`config.mk`:
```
export PLATFORM = sky130hd
export DESIGN_NAME = counter_load_sched
export DESIGN_NICKNAME = d
export VERILOG_FILES = /design/src/rtl/counter_load_sched.sv
export SDC_FILE = /design/constraint.sdc
export NUM_CORES = 1
export LEC_CHECK = 0
export ABC_AREA = 1
export CORE_MARGIN = 1.5
export CORE_UTILIZATION = 52
export CTS_BUF_LIST = sky130_fd_sc_hd__clkbuf_16
export DETAILED_ROUTE_END_ITERATION = 8
export MAX_ROUTING_LAYER = met4
export PLACE_DENSITY = 0.78
export SYNTH_ARGS = -nofsm -noshare
export SYNTH_HDL_FRONTEND = slang
export SYNTH_SLANG_ARGS = --single-unit
```
`constraint.sdc`:
```
create_clock -name clk -period 2.2 [get_ports clk]
set_input_delay 0.44 -clock clk [delete_from_list [all_inputs] [get_ports clk]]
set_output_delay 0.44 -clock clk [all_outputs]
set_load 0.01 [all_outputs]
```
`src/rtl/counter_load_sched.sv`:
```
// Reload scheduler for a loadable counter: queues reload values and issues a one-cycle load pulse at terminal count.
// Optional COUNTER_LOAD_SCHED_BYPASS_EN forwards in_data straight to the counter on an empty trigger.
module counter_load_sched #(
  parameter int unsigned     WIDTH = 4,
  parameter int unsigned     DEPTH = 4,
  parameter logic [WIDTH-1:0] TERM = 4'hF
) (
  input  logic                       clk,
  input  logic                       reset,
  input  logic                       in_valid,
  output logic                       in_ready,
  input  logic [WIDTH-1:0]           in_data,
  input  logic [WIDTH-1:0]           count_in,
  output logic                       load,
  output logic [WIDTH-1:0]           load_data,
  output logic [$clog2(DEPTH+1)-1:0] fifo_level,
  output logic [7:0]                 reload_count,
  output logic                       underrun
);

  localparam int unsigned LW = $clog2(DEPTH + 1);
  localparam int unsigned PW = (DEPTH > 1) ? $clog2(DEPTH) : 1;

  logic [WIDTH-1:0] mem [DEPTH];
  logic [PW-1:0]    wr_ptr;
  logic [PW-1:0]    rd_ptr;

  logic trigger;
  logic fifo_empty;
  logic push;
  logic push_store;
  logic pop;
  logic bypass;
  logic starve;
  logic issue;

  // Ready depends only on the registered level and reset, never on in_valid or count_in.
  assign in_ready   = (fifo_level < LW'(DEPTH)) && !reset;
  assign fifo_empty = (fifo_level == '0);
  assign trigger    = (count_in == TERM) && !load;
  assign push       = in_valid && in_ready;
  assign pop        = trigger && !fifo_empty;

`ifdef COUNTER_LOAD_SCHED_BYPASS_EN
  assign bypass = trigger && fifo_empty && in_valid;
`else
  assign bypass = 1'b0;
`endif

  // A bypassed value completes its handshake but is never written to storage.
  assign push_store = push && !bypass;
  assign starve     = trigger && fifo_empty && !bypass;
  assign issue      = pop || bypass;

  // Storage carries no reset; validity is tracked by the level and pointers.
  always_ff @(posedge clk) begin
    if (push_store) begin
      mem[wr_ptr] <= in_data;
    end
  end

  // Pointers, level, load pulse and status.
  always_ff @(posedge clk) begin
    if (reset) begin
      wr_ptr       <= '0;
      rd_ptr       <= '0;
      fifo_level   <= '0;
      load         <= 1'b0;
      load_data    <= '0;
      reload_count <= '0;
      underrun     <= 1'b0;
    end else begin
      if (push_store) begin
        wr_ptr <= wr_ptr + PW'(1);
      end
      if (pop) begin
        rd_ptr <= rd_ptr + PW'(1);
      end
      fifo_level <= fifo_level + LW'(push_store) - LW'(pop);
      load       <= issue;
      if (pop) begin
        load_data <= mem[rd_ptr];
      end else if (bypass) begin
        load_data <= in_data;
      end
      if (issue && (reload_count != 8'hFF)) begin
        reload_count <= reload_count + 8'd1;
      end
      if (starve) begin
        underrun <= 1'b1;
      end
    end
  end

endmodule

```
# == Yosys cells after proc, flatten, opt, wreduce, memory -nomap -nowiden ==
# Memories as Yosys holds them, arrays and structs flattened. A register that Yosys moved wholly into a read port is not among the register bits.
# Cells that the tools add are included.
# classes
magnitude_cmp,1
n_addsub,5
eq_ne,2
reduce_logical,10
n_mux,2
# ops
operator,count
$add A8 B1 Y8 const B,1
$ne A8 B8 Y1 const B,1
$logic_and A1 B1 Y1,6
$add A2 B1 Y2 const B,2
$eq A4 B4 Y1 const B,1
$add A3 B1 Y3,1
$logic_not A1 Y1,3
$logic_not A3 Y1,1
$lt A3 B3 Y1 const B,1
$sub A3 B1 Y3,1
$mux W1,2
# word_totals
mem_count,1
output_inout_bits,18
in_bits,11
mem_bits_rw,16
word_cells,27
reg_bits,17
# memory_table
name,depth,word_bits,rd,rd_ports_with_merged_regs,write_ports,line,text
mem,4,4,1,1,1,24,logic [WIDTH-1:0] mem [DEPTH];

# == Logic depth before layout (Yosys ltp) ==
# logic_depth
depth_word,5
ltp_mapped,11

# == Worst setup path after synthesis ==
# OpenSTA, ideal clock, no wires.
# synth_timing
path_kind,input to register
start,input port reset
end,register fifo_level[2]
cell_stages,9
setup_slack_ns,0.022
t_required_ns,2.084
setup_ns,0.116
path_buffers,1
t_arrival_ns,2.062
path_cell_list,buf_2 -> nor2_1 -> nand2_1 -> ha_1 -> inv_1 -> ha_1 -> fa_1 -> xor2_1 -> nor2_1
# synth_via
elab_chain_cells,5
# synth_lines
item,line,text
start: declaration,9,"input logic reset,"
$logic_not A1 Y1,38,assign in_ready = (fifo_level < LW'(DEPTH)) && !reset;
$logic_and A1 B1 Y1,38,
net in_ready,11,"output logic in_ready,"
$logic_and A1 B1 Y1,41,assign push = in_valid && in_ready;
$add A3 B1 Y3,79,fifo_level <= fifo_level + LW'(push_store) - LW'(pop);
$sub A3 B1 Y3,79,
end signal: assignment,79,
end: declaration,16,"output logic [$clog2(DEPTH+1)-1:0] fifo_level,"
# The timed path passes the listed nets, and every way through them passes these cells.
# A chain may end at the register's enable or synchronous reset.

# == Worst setup path in the final report ==
# layout_timing
start,input port reset
end,output port in_ready
# layout_via
elab_chain_cells,2
# layout_lines
item,line
$logic_not A1 Y1,38
$logic_and A1 B1 Y1,38
end: declaration,11
# Every way passes these cells.

==> reports/results.txt <==
Die H: 61.1 um
Crit-path cells: clkdlybuf4s50_1 > nor2_1 > buf_4 > clkdlybuf4s50_1
GRT Util Overall: 20.7%
Max-cap viol count: 0
Final nets: 273
Worst slew pin tran: 412 ps
H-tree depth: 2
Synth Area in Compound Gates: 6.26%
Synthesis warning total: 0
Required @ worst endpoint: 1760 ps
Pwr dens: 823 nW/um2
Seq pwr share: 41.0%
#FFs+latches synth: 37
Final non-filler cell total: 299
Mux contribution to synthesized area: 0%
Largest net degree at the start of global routing: 16
Antenna diode count: 0
Worst Skew: 2.85 ps
Comb power frac: 10.9%
Final setup fails: 0
Worst EP arrival: 1630 ps
Fraction of layout cells with a size suffix above 1: 7.84%
Synth Area in Adders: 6.12%
Drt first pass iters: 4
Total congestion overflow: 0
Net Switching: 0.392 mW
Commonest cells after routing, fill and taps aside: nor2_1 (54), nand2_1 (38), inv_1 (30)
Register area: 901 um2
Row cnt: 20
CTS Hold Bufs: 0
Final HPWL DP: 2250 um
First-pass GRT wire length: 5370 um
Die W: 61.1 um
Initial antenna violation count: 0
Vias in the first global route: 1257
Slowest CP cell: clkdlybuf4s50_1
DRT antenna net count: 0
Seq/Total Area, Yosys: 51.2%
Post-CTS sizing: 0
Worst Hold Class: flop to flop
Fillers: 226
Gate Count Post-Synth: 219
Total wire length: 3230 um
Most used cell, CP: clkdlybuf4s50_1
Static leakage: 0.978 nW
Final-report hold violation count: 0
Total power: 1.88 mW
CP max stage delay: 520 ps
Area Overhead vs Synth: 30.2%
Clock Path Buffers: 2
Vias/cell: 4.66
IO Count: 29
DRC: 0
Internal power: 1.49 mW
Vias: 1394
Final instance area: 2290 um2
CTS root buf: clkbuf_16
Area of the core: 3130 um2
TritonCTS buffer count: 5
TritonCTS clock tree: done
Worst-path clk slew: 50 ps
Simple-gate share of the synthesized area: 26.5%
First DRT Iteration DRCs: 70
Startpoint types: primary input
Worst Slack Setup Final: 131 ps
Syn Area/Cell: 8.03 um2
Crit Path Max Fanout: 2
Post-Synth XOR/XNOR Area: 1.49%
Multi-input logic area: 709 um2
Setup bufs post-CTS: 0
Critical Path End Type: output pin
Library cells used by synthesis: 18
Largest family of logic cells by synthesized area: simple AND/OR/NAND/NOR gates
Most common cell after layout, fill and taps aside: nor2_1
Max rail drop VDD: 0.682 mV
CP Class: primary input to output pin
Drt wl/cell: 10.8 um
Placed Instances: 291
Clk pwr share: 48.1%
Initial core utilization: 56.2%
Port Buffers: 28
Syn Nets: 238
Clock Sinks: 37
Pre-CTS setup slack: -99.7 ps
Min Tclk post-route: 2070 ps
RSZ-0062 raised after global routing: no
Tcrit/Tclk final: 94.1%
Fmax: 0.483 GHz
Die ar.: 3740 um2
Hold slack final: 467 ps
Mapped cell area: 1760 um2
Latest clock arrival within the worst-skew pair: 270 ps
Placed cell area: 2100 um2
Status: finished, final reports clean
Pins Over Slew Limit: 0
Rel. slew slack: 72.5%
Switching share of power: 20.8%
GP Congestion: 0.842
power by group through the flow:
stage	sequential (mW)	combinational (mW)	clock, mW
2_1_floorplan	0.789	0.112	0
3_3_place_gp	0.787	0.199	0
3_5_place_dp	0.787	0.205	0
4_1_cts	0.773	0.208	0.919
5_1_grt	0.776	0.234	0.948
6_report	0.773	0.205	0.906
layout make-up:
cell class | instances | area share (%)
flip-flops and latches | 37 | 39.3
well taps | 44 | 2.40
repair buffers | 33 | 13.9
multi-input cells | 146 | 31.0
clock inverters | 3 | 2.84
clock buffers | 5 | 5.46
inverters | 31 | 5.08
cells by family after synthesis:
family                     count (synthesis)
AOI/OAI and AO/OA                         22
xor gates and xnor gates                   3
adders and majority gates                  8
buffers and inverters                     36
DFF                                       37
and+or+nand+nor                          113
through the flow:
stage / setup TNS (ps) / utilization, %
floorplan: 0 / -
global placement: -77.7 / 67.1
detailed placement: -154 / 67.1
CTS: 0 / 73.2
global route: 0 / 73.2
finish: 0 / 73.2
Yosys cell counts, drive strengths merged:
master	n	area share, %
nand4	2	0.71
dfxtp	21	24
nor2	57	13
nand2	41	9.2
nand3	13	3.7
o21ai	16	4.6
buf	5	1.8
xor2	3	1.5
ha	7	5.0
edfxtp	16	27
fa	1	1.1
inv	31	6.6
a21oi	6	1.7
worst max-delay path: cells and delay by family:
kind / cells / cell delay (ps)
and+or+nand+nor: 1 / 130
buffers and inverters: 3 / 1060
registers in the layout, indices dropped and copies added, names as in the netlist:
name          cells
fifo_level        3
underrun          1
rd_ptr            2
load_data         4
reload_count      8
load              1
mem              16
wr_ptr            2
worst paths after layout:
check	from	endpoint	slack, ps	depth (start not counted)
worst min register to register	underrun	underrun	470	2
worst max register to register	fifo_level[1]	fifo_level[2]	310	10
worst min-delay path	underrun	underrun	470	2
worst max-delay path	reset	in_ready	130	4
metal layers:
layer	wire length, um	share of wire (%)	global-route usage (%)	up-vias
met2	1610	50	34.0	16
met3	76	2.4	6.93	2
met5	0	0	-	-
met1	1530	47	24.2	618
li1	-	-	-	758
met4	11	0.34	5.59	0
(Power assumes the default switching activity.)
